--- config.mk ---
export PLATFORM = sky130hd
export DESIGN_NAME = seq_divider
export DESIGN_NICKNAME = d
export VERILOG_FILES = /design/src/rtl/seq_divider_pkg.sv /design/src/rtl/seq_divider_div_step.sv /design/src/rtl/seq_divider.sv
export SDC_FILE = /design/constraint.sdc
export NUM_CORES = 1
export LEC_CHECK = 0
export ABC_CLOCK_PERIOD_IN_PS = 2700
export CORE_MARGIN = 4
export CORE_UTILIZATION = 35
export DETAILED_ROUTE_END_ITERATION = 6
export GPL_TIMING_DRIVEN = 0
export PLACE_DENSITY = 0.66
export SYNTH_ARGS = -nofsm -noshare
export SYNTH_HDL_FRONTEND = slang
export SYNTH_HIERARCHICAL = 1
export SYNTH_SLANG_ARGS = --single-unit
--- constraint.sdc ---
create_clock -name clk -period 2.7 [get_ports clk]
set_input_delay 0.54 -clock clk [delete_from_list [all_inputs] [get_ports clk]]
set_output_delay 0.54 -clock clk [all_outputs]
set_load 0.01 [all_outputs]
--- src/rtl/seq_divider_pkg.sv ---
// Shared arithmetic definitions for the sequential divider: default widths,
// FSM state encoding and the iteration count.
package seq_divider_pkg;

  localparam int DIVIDEND_W = 16;
  localparam int DIVISOR_W  = 8;
  localparam int ITER       = DIVIDEND_W;

  typedef enum logic [1:0] {
    IDLE = 2'd0,
    RUN  = 2'd1,
    FIN  = 2'd2
  } state_t;

endpackage

--- src/rtl/seq_divider_div_step.sv ---
// One restoring-division step: compare the shifted partial remainder against
// the divisor and subtract when it fits (9-bit unsigned arithmetic).
module div_step
  import seq_divider_pkg::*;
#(
  parameter int DW = seq_divider_pkg::DIVISOR_W
) (
  input  logic [DW:0]   pr_shift_i,
  input  logic [DW-1:0] divisor_i,
  output logic [DW:0]   pr_next_o,
  output logic          q_bit_o
);

  logic [DW:0] divisor_ext;

  assign divisor_ext = {1'b0, divisor_i};

  always_comb begin
    pr_next_o = pr_shift_i;
    q_bit_o   = 1'b0;
    if (pr_shift_i >= divisor_ext) begin
      pr_next_o = pr_shift_i - divisor_ext;
      q_bit_o   = 1'b1;
    end
  end

endmodule

--- src/rtl/seq_divider.sv ---
// Radix-2 restoring divider, one quotient bit per cycle, with a start/busy/done
// handshake. quotient/remainder are the working registers themselves.
module seq_divider #(
  parameter int DIVIDEND_W = seq_divider_pkg::DIVIDEND_W,
  parameter int DIVISOR_W  = seq_divider_pkg::DIVISOR_W
) (
  input  logic                  clk,
  input  logic                  rst_n,
  input  logic                  start,
  input  logic [DIVIDEND_W-1:0] dividend,
  input  logic [DIVISOR_W-1:0]  divisor,
  output logic                  busy,
  output logic                  done,
  output logic [DIVIDEND_W-1:0] quotient,
  output logic [DIVISOR_W-1:0]  remainder,
  output logic                  div_by_zero,
  output logic [1:0]            dbg_state
);

  import seq_divider_pkg::*;

  localparam int CNT_W = $clog2(DIVIDEND_W);

  // Handshake: start is honoured only when busy=0 (IDLE or FIN); a start seen
  // during RUN is dropped, not queued. done pulses for exactly the FIN cycle.

  state_t                state_q, state_d;
  logic [CNT_W-1:0]      cnt_q, cnt_d;
  logic [DIVIDEND_W-1:0] q_q, q_d;
  logic [DIVISOR_W:0]    pr_q, pr_d;
  logic [DIVISOR_W-1:0]  dvs_q, dvs_d;
  logic                  dbz_q, dbz_d;

  logic [DIVISOR_W:0]    pr_shift;
  logic [DIVISOR_W:0]    pr_next;
  logic                  q_bit;

  assign pr_shift = {pr_q[DIVISOR_W-1:0], q_q[DIVIDEND_W-1]};

  div_step #(.DW(DIVISOR_W)) u_step (
    .pr_shift_i (pr_shift),
    .divisor_i  (dvs_q),
    .pr_next_o  (pr_next),
    .q_bit_o    (q_bit)
  );

  always_comb begin
    state_d = state_q;
    cnt_d   = cnt_q;
    q_d     = q_q;
    pr_d    = pr_q;
    dvs_d   = dvs_q;
    dbz_d   = dbz_q;
    case (state_q)
      IDLE, FIN: begin
        if (start) begin
          q_d     = dividend;
          pr_d    = '0;
          dvs_d   = divisor;
          cnt_d   = CNT_W'(DIVIDEND_W - 1);
          dbz_d   = 1'b0;
          state_d = RUN;
        end else begin
          state_d = IDLE;
        end
      end
      RUN: begin
        // A zero divisor skips the iterations; the dividend low byte is still
        // sitting untouched in the quotient register.
        if (dvs_q == '0) begin
          q_d     = '1;
          pr_d    = {1'b0, q_q[DIVISOR_W-1:0]};
          dbz_d   = 1'b1;
          cnt_d   = '0;
          state_d = FIN;
        end else begin
          q_d   = {q_q[DIVIDEND_W-2:0], q_bit};
          pr_d  = pr_next;
          cnt_d = cnt_q - 1'b1;
          if (cnt_q == '0) begin
            state_d = FIN;
          end
        end
      end
      default: state_d = IDLE;
    endcase
  end

  always_ff @(posedge clk) begin
    if (!rst_n) begin
      state_q <= IDLE;
      cnt_q   <= '0;
      q_q     <= '0;
      pr_q    <= '0;
      dvs_q   <= '0;
      dbz_q   <= 1'b0;
    end else begin
      state_q <= state_d;
      cnt_q   <= cnt_d;
      q_q     <= q_d;
      pr_q    <= pr_d;
      dvs_q   <= dvs_d;
      dbz_q   <= dbz_d;
    end
  end

  assign busy        = (state_q == RUN);
  assign done        = (state_q == FIN);
  assign quotient    = q_q;
  assign remainder   = pr_q[DIVISOR_W-1:0];
  assign div_by_zero = dbz_q;
  assign dbg_state   = state_q;

endmodule

==> reports/summary.md, run 1 <==
## Placed design
* 4.89 mm — detailed-placement wirelength estimate
* 54 — # port buffers
* 0.838 — Placer Congestion
* 3100 um^2 — placed cell area

## Setup path
* 10 — cell count of the worst reg-to-reg path
* 2.72 ns — Arr. time, crit path
* 8 — maximum fanout along the worst path
* reg2reg — kind of critical path
* flip-flop — kind of capture point of the worst setup path
* 2.87 ns — required arrival time at the worst endpoint
* 0.15 ns — FF-to-FF setup slack
* flip-flop — critical path launch point type

## Power and ir drop
* 0.434 — Gate power share
* 2.01 mW — total power
* 0.213 — clock network power share
* 1.29 mW — Pint
* 628 nW/um^2 — power per unit of standard cell area
* 0.718 mW — net switching power
* 0.358 — Switching Fraction
* 0.352 — Flop pwr share
* 0.233 mV — Peak supply drop
* 1.23 nW — LEAKAGE

## GRT
* 0 — initial antenna violation count
* 0.154 — overall routing resource usage
* 14 — maximum number of pins on one net before global-route repair
* 10.6 mm — first-pass GRT wire length
* 2172 — vias in the first global route
* 0 — GRT overflow

## STA
* 0.00959 ns — Fin Clk Skew
* 0 — count of final hold-check violations
* 0.944 — Tcrit/Tclk final
* 0 — final setup fails
* 392 MHz — peak clock frequency supported by timing
* 2.55 ns — Period minus WS final
* 0.652 — Max-slew headroom
* 0 — max-slew violation count
* 0 ns — Setup Total Neg Slack
* 0.473 ns — final worst hold slack
* 0.522 ns — Least-Margin Pin Slew
* false — setup repair after global routing missed its margin

## Routing
* 2256 — number of vias after detailed routing
* 6.38 mm — sum of routed wire length over all layers
* 0 — count of antenna-violating nets left after detailed routing
* 0 — post-route DRC violation count
* 4 — first-pass iteration count of the detailed router
* 5.17 — via count normalized by instance count
* 125 — drt initial violations
* 14.6 um — WL per Instance

## Outcome
* complete, no violations — run status

## Layout
* 3200 um^2 — Non-Filler Cell Area, Final
* 0.150 — fraction of final layout cells with drive strength greater than 1
* 0 — count of antenna diodes in the layout
* 31.0% — synth-to-layout area growth
* 377 — nets
* clkdlybuf4s50_1 (54), dfxtp_1 (39), inv_1 (33) — commonest cells after routing, fill and taps aside
* clkdlybuf4s50_1 — most common cell after layout, fill and taps aside

## Die
* 30 — row count
* 0.359 — effective utilization at floorplan
* 56 — number of ports placed on the die boundary
* 8370 um^2 — overall die area
* 91.5 um — horizontal die dimension
* 6790 um^2 — Core Footprint
* 91.5 um — overall die height

## Clock tree
* done — TritonCTS clock tree
* 0 — post-cts gate resize count
* 0 — post-CTS setup buffer count
* clkbuf_8 — Root Driver
* 39 — # clock sinks
* 0.29 ns — clock latency at the later pin of the worst-skew pair
* 5 — number of clock buffers inserted by TritonCTS
* 0.09 ns — clock slew seen by the registers of the worst setup and hold paths
* 0 — hold_buf cts
* 2 — H-Tree Depth
* 2 — maximum count of clock buffers along a single path

## Job
* 0 — number of maximum-capacitance constraint violations

## Worst hold path
* 2 — cell depth of the worst hold path
* reg2reg — Hold WC Path Type

## Yosys
* 2440 um^2 — Post-Synthesis Cell Area
* 316 — nets in the synthesized netlist
* 6 — yosys warns
* 278 — cell count after synthesis
* 8.78 um^2 — Mapped Avg Cell Area

flip-flops by register name (all words and copies together), names as in the netlist:
register,cells
pr_q,8
quotient,16
div_by_zero,1
dvs_q,8
dbg_state,2
cnt_q,4
critical path: stages (launching register included):
cell and delay, ns:
dfxtp_1 0.41, inv_1 0.07, ha_1 0.32, a21o_1 0.23, o21bai_1 0.16, a211o_1 0.37, or2_1 0.26, buf_6 0.14
mux2_4 0.30, o211ai_2 0.06, o311ai_1 0.11
worst paths after layout:
| path | startpoint | end |
|---|---|---|
| setup reg to reg | dvs_q[4] | pr_q[3] |
| hold reg to reg | quotient[10] | quotient[11] |
| setup / recovery | dvs_q[4] | pr_q[3] |
| hold / removal | quotient[10] | quotient[11] |
per-stage QoR:
step                      std cells  worst slack [ns]  utilization
after floorplan                 278             0.361            -
after global routing            436            0.0281        0.471
after detailed placement        428             0.168        0.456
after CTS                       436             0.165        0.471
after global placement          428             0.183        0.456
final                           436             0.151        0.471
power by group through the flow:
| stage | clock (mW) | sequential (mW) | combinational, mW |
|---|---|---|---|
| after floorplan | 0 | 0.725 | 0.603 |
| after global placement | 0 | 0.720 | 0.858 |
| after detailed placement | 0 | 0.721 | 0.868 |
| after CTS | 0.436 | 0.708 | 0.874 |
| after global routing | 0.464 | 0.719 | 0.955 |
| final | 0.428 | 0.707 | 0.871 |
metal layers:
| layer | wire length (um) | GRT usage | vias up |
|---|---|---|---|
| li1 | - | - | 1148 |
| met1 | 3190 | 0.211 | 1061 |
| met2 | 2920 | 0.248 | 43 |
| met3 | 216 | 0.0290 | 4 |
| met4 | 55 | 0.0377 | 0 |
| met5 | 0 | 0 | - |
final cells by class:
type                            count  area, um^2
Sequential cell                    39         781
Multi-Input combinational cell    186        1430
Tap cell                           96         120
Inverter                           34         128
Fill cell                         687        3600
Clock buffer                        6        82.6
Buffer                             19         105
Clock inverter                      2        13.8
Timing Repair Buffer               54         541
No activity file was read; power rests on OpenSTA's default activity.
==> run 2, diff against run 1 <==
- HOLD_SLACK_MARGIN: unset -> 0.1
==> results of run 2 <==
Same layout as run 1: the final DEF is identical, and so are final timing and power.
==> run 3, diff against run 2 <==
- PLACE_DENSITY: 0.66 -> 0.67
- SYNTH_HIERARCHICAL: 1 -> unset
==> run 3 against run 2 <==
Flip-flop and latch count did not move. Largest cell class unchanged. Maximum frequency rose by 1.9%. Clock skew decreased by 0.0030 ns. Die area fell by 8.7%. Power fell by 11%. Global-route usage up 1.8 points. Sequential share of layout area is 2.2 points higher. Core utilization grew 1.7 points. Cell count is 6.4% lower. Setup slack improved by 0.048 ns. Critical endpoint is now busy.
==> reports/summary.md, run 3 <==
## Layout
* 0 — count of antenna diodes in the layout, unchanged
* 16 — max FFs per register, unchanged
* 1260 um^2 — Multi-input gate area, was 1430 um^2
* 0.487 — final design utilization, was 0.471
* 33.0% — synth-to-layout area growth, was 31.0%
* 369 — nets, was 377
* clkdlybuf4s50_1 — most common cell after layout, fill and taps aside, unchanged
* 2940 um^2 — Non-Filler Cell Area, Final, was 3200 um^2
* 781 um^2 — storage element area, unchanged
* 408 — final std cells w/o fill, was 436
* 603 — Fillers, was 687
* 0.0811 — fraction of final layout cells with drive strength greater than 1, was 0.150
* clkdlybuf4s50_1 (54), nand2_1 (41), dfxtp_1 (39) — commonest cells after routing, fill and taps aside, was clkdlybuf4s50_1 (54), dfxtp_1 (39), inv_1 (33)

## Setup path
* 4 — number of buffers and inverters on the critical path, was 2
* 19 — maximum fanout along the worst path, was 8
* nand2b_1 > clkbuf_2 > inv_1 > clkbuf_4 > clkdlybuf4s50_1 — Cell Chain, Critical Path, was inv_1 > ha_1 > a21o_1 > o21bai_1 > a211o_1 > or2_1 > buf_6 > mux2_4 > o211ai_2 > o311ai_1
* flip-flop — critical path launch point type, unchanged
* 0.58 ns — delay of the slowest cell on the worst path, was 0.41 ns
* buffers and inverters — CP delay by family, top, was compound AO/OA/AOI/OAI gates
* dbg_state[0] — CP Launch Point, was dvs_q[4]
* output port — kind of capture point of the worst setup path, was flip-flop
* 2.16 ns — required arrival time at the worst endpoint, was 2.87 ns
* clkdlybuf4s50_1 — cell with the largest stage delay on the worst path, was dfxtp_1
* reg2out — kind of critical path, was reg2reg
* 1.96 ns — Arr. time, crit path, was 2.72 ns
* dvs_q[6] — startpoint of the worst register-to-register path, was dvs_q[4]

## Power and ir drop
* 0.356 mV — Peak supply drop, was 0.233 mV
* 1.80 mW — total power, was 2.01 mW
* 611 nW/um^2 — power per unit of standard cell area, was 628 nW/um^2
* 1.06 nW — LEAKAGE, was 1.23 nW

## GRT
* 10.5 mm — first-pass GRT wire length, was 10.6 mm
* 20 — maximum number of pins on one net before global-route repair, was 14
* 2163 — vias in the first global route, was 2172
* 0.0322 — routing usage on met3, was 0.0290
* met2 — most crowded layer after global routing, unchanged
* 0.172 — overall routing resource usage, was 0.154
* 0 — initial antenna violation count, unchanged
* 0 — GRT overflow, unchanged
* 0.254 — met2 track demand over resource, was 0.248
* 0.246 — met1 demand-to-capacity share in global routing, was 0.211

## Yosys
* 51 — number of different library cells in the post-synthesis netlist
* dfxtp_1 — largest area contributor in the netlist
* 0 — fraction of synthesis flops using an asynchronous set or reset pin
* 0.174 — Post-Synth Simple-Gate Area
* compound AO/OA/AOI/OAI gates — largest family of logic cells by synthesized area
* 0.354 — fraction of the yosys area taken by sequential cells
* 0.354 — fraction of synthesized cell area taken by the top area cell type
* 8.12 um^2 — Mapped Avg Cell Area, was 8.78 um^2
* dfxtp_1 (35%), a21oi_1 (8.2%), o221ai_1 (7.1%) — ranking of synthesized cells by area
* 0 — number of enable-type register cells in the synthesized netlist
* 0 — yosys warns, was 6
* 0 — share of cell area taken by muxes after synthesis
* 272 — cell count after synthesis, was 278
* nand2_1 (41), dfxtp_1 (39), a21oi_1 (36), o221ai_1 (18), inv_1 (15) — top cells by instance count after synthesis
* 0.322 — synthesized-area fraction occupied by ao, oa, aoi and oai cells
* 2210 um^2 — Post-Synthesis Cell Area, was 2440 um^2
* nand2_1 — library cell with the highest instance count after synthesis
* 0.0601 — adder-cell share of the synthesized area
* 0.0159 — parity-gate share of the synthesized area counting xor and xnor cells
* dfxtp_1 — Post-synth top flop
* 309 — nets in the synthesized netlist, was 316
* 39 — synthesized flop and latch total

## STA
* 0.926 — Tcrit/Tclk final, was 0.944
* 0.200 ns — slack of the critical path, was 0.151 ns
* 400 MHz — peak clock frequency supported by timing, was 392 MHz
* 0.469 ns — final worst hold slack, was 0.473 ns
* 0 — max-slew violation count, unchanged
* 0 — count of final hold-check violations, unchanged
* 0.539 ns — Least-Margin Pin Slew, was 0.522 ns
* 0 ns — Setup Total Neg Slack, unchanged
* 0 — final setup fails, unchanged
* 0.00655 ns — Fin Clk Skew, was 0.00959 ns
* 0.641 — Max-slew headroom, was 0.652
* 2.50 ns — Period minus WS final, was 2.55 ns
* false — setup repair after global routing missed its margin, unchanged

## Routing
* 4 — first-pass iteration count of the detailed router, unchanged
* 5.49 — via count normalized by instance count, was 5.17
* 6.28 mm — sum of routed wire length over all layers, was 6.38 mm
* 2238 — number of vias after detailed routing, was 2256
* 0 — count of antenna-violating nets left after detailed routing, unchanged
* 15.4 um — WL per Instance, was 14.6 um
* 135 — drt initial violations, was 125
* 0 — post-route DRC violation count, unchanged

## Clock tree
* 0.30 ns — clock latency at the later pin of the worst-skew pair, was 0.29 ns
* 0 — hold_buf cts, unchanged
* 2 — H-Tree Depth, unchanged
* 0.08 ns — clock slew seen by the registers of the worst setup and hold paths, was 0.09 ns
* 5 — number of clock buffers inserted by TritonCTS, unchanged
* 2 — maximum count of clock buffers along a single path, unchanged
* clkbuf_8 — Root Driver, unchanged
* done — TritonCTS clock tree, unchanged
* 39 — # clock sinks, unchanged

## Worst hold path
* quotient[12] — hold_sp, was quotient[10]
* reg2reg — Hold WC Path Type, unchanged

## Placed design
* 0.913 — Placer Congestion, was 0.838
* 2840 um^2 — placed cell area, was 3100 um^2
* 4.78 mm — detailed-placement wirelength estimate, was 4.89 mm
* 401 — placed insts, was 428
* 54 — # port buffers, unchanged
* 0.132 ns — worst setup timing slack at the placement stage, was 0.168 ns

## Die
* 56 — number of ports placed on the die boundary, unchanged
* 6030 um^2 — Core Footprint, was 6790 um^2
* 28 — row count, was 30
* 7640 um^2 — overall die area, was 8370 um^2
* 87.4 um — horizontal die dimension, was 91.5 um
* 87.4 um — overall die height, was 91.5 um
* 0.366 — effective utilization at floorplan, was 0.359

## Job
* 0 — number of maximum-capacitance constraint violations, unchanged

## Outcome
* complete, no violations — run status, unchanged

==> run 3: cell count changes in the layout (fill, tap and decap cells not counted), moves of 7 or more <==
| cell | change |
|---|---|
| inv_1 | -18 |
| mux2_2 | -11 |
| nand2_1 | +21 |
| nand4_1 | -8 |
| o211ai_2 | -9 |
| o21ai_0 | +7 |
| o311ai_1 | -7 |
==> run 3: routing by layer <==
layer / up-vias / part of all wire / wire length, um
met2: 75 / 0.43 / 2730
met4: 0 / 0.020 / 124
met5: - / 0 / 0
met3: 10 / 0.065 / 409
met1: 1028 / 0.48 / 3020
li1: 1125 / - / -
==> run 3: layout make-up <==
| cell class | instances | share of cell area |
|---|---|---|
| Tap cell | 75 | 0.0320 |
| Multi-Input combinational cell | 198 | 0.430 |
| Inverter | 16 | 0.0205 |
| Clock inverter | 1 | 0.00298 |
| Clock buffer | 7 | 0.0294 |
| Timing Repair Buffer | 54 | 0.184 |
| Sequential cell | 39 | 0.266 |
| Buffer | 18 | 0.0354 |
==> run 3: final timing paths <==
| check | endpoint | slack, ns | depth (start not counted) |
|---|---|---|---|
| max reg2reg | pr_q[2] | 0.48 | 7 |
| max | busy | 0.20 | 5 |
| min reg2reg | quotient[12] | 0.47 | 2 |
| min | quotient[12] | 0.47 | 2 |
==> run 3: report_power, final <==
part	switching [mW]	internal, mW
clock	0.214	0.209
sequential	0.0567	0.631
combinational	0.366	0.319
total	0.636	1.16
==> run 3: cells by family after synthesis <==
kind of cell,Yosys count
AO/OA/AOI/OAI,103
AND/OR/NAND/NOR,81
flip-flops,39
buffers and inverters,35
adder cells (fa/ha/maj),10
XOR/XNOR,4
==> run 3: tightest hold or removal path: stages, from the launching register on <==
cell and delay (ns):
dfxtp_1 0.32, nand2_1 0.05, a21oi_1 0.05
==> run 3: what timing repair did <==
item | in CTS | in global routing
setup buffers | 0 | 0
gates resized for setup | 0 | 1
setup endpoints to repair | 1 | 1
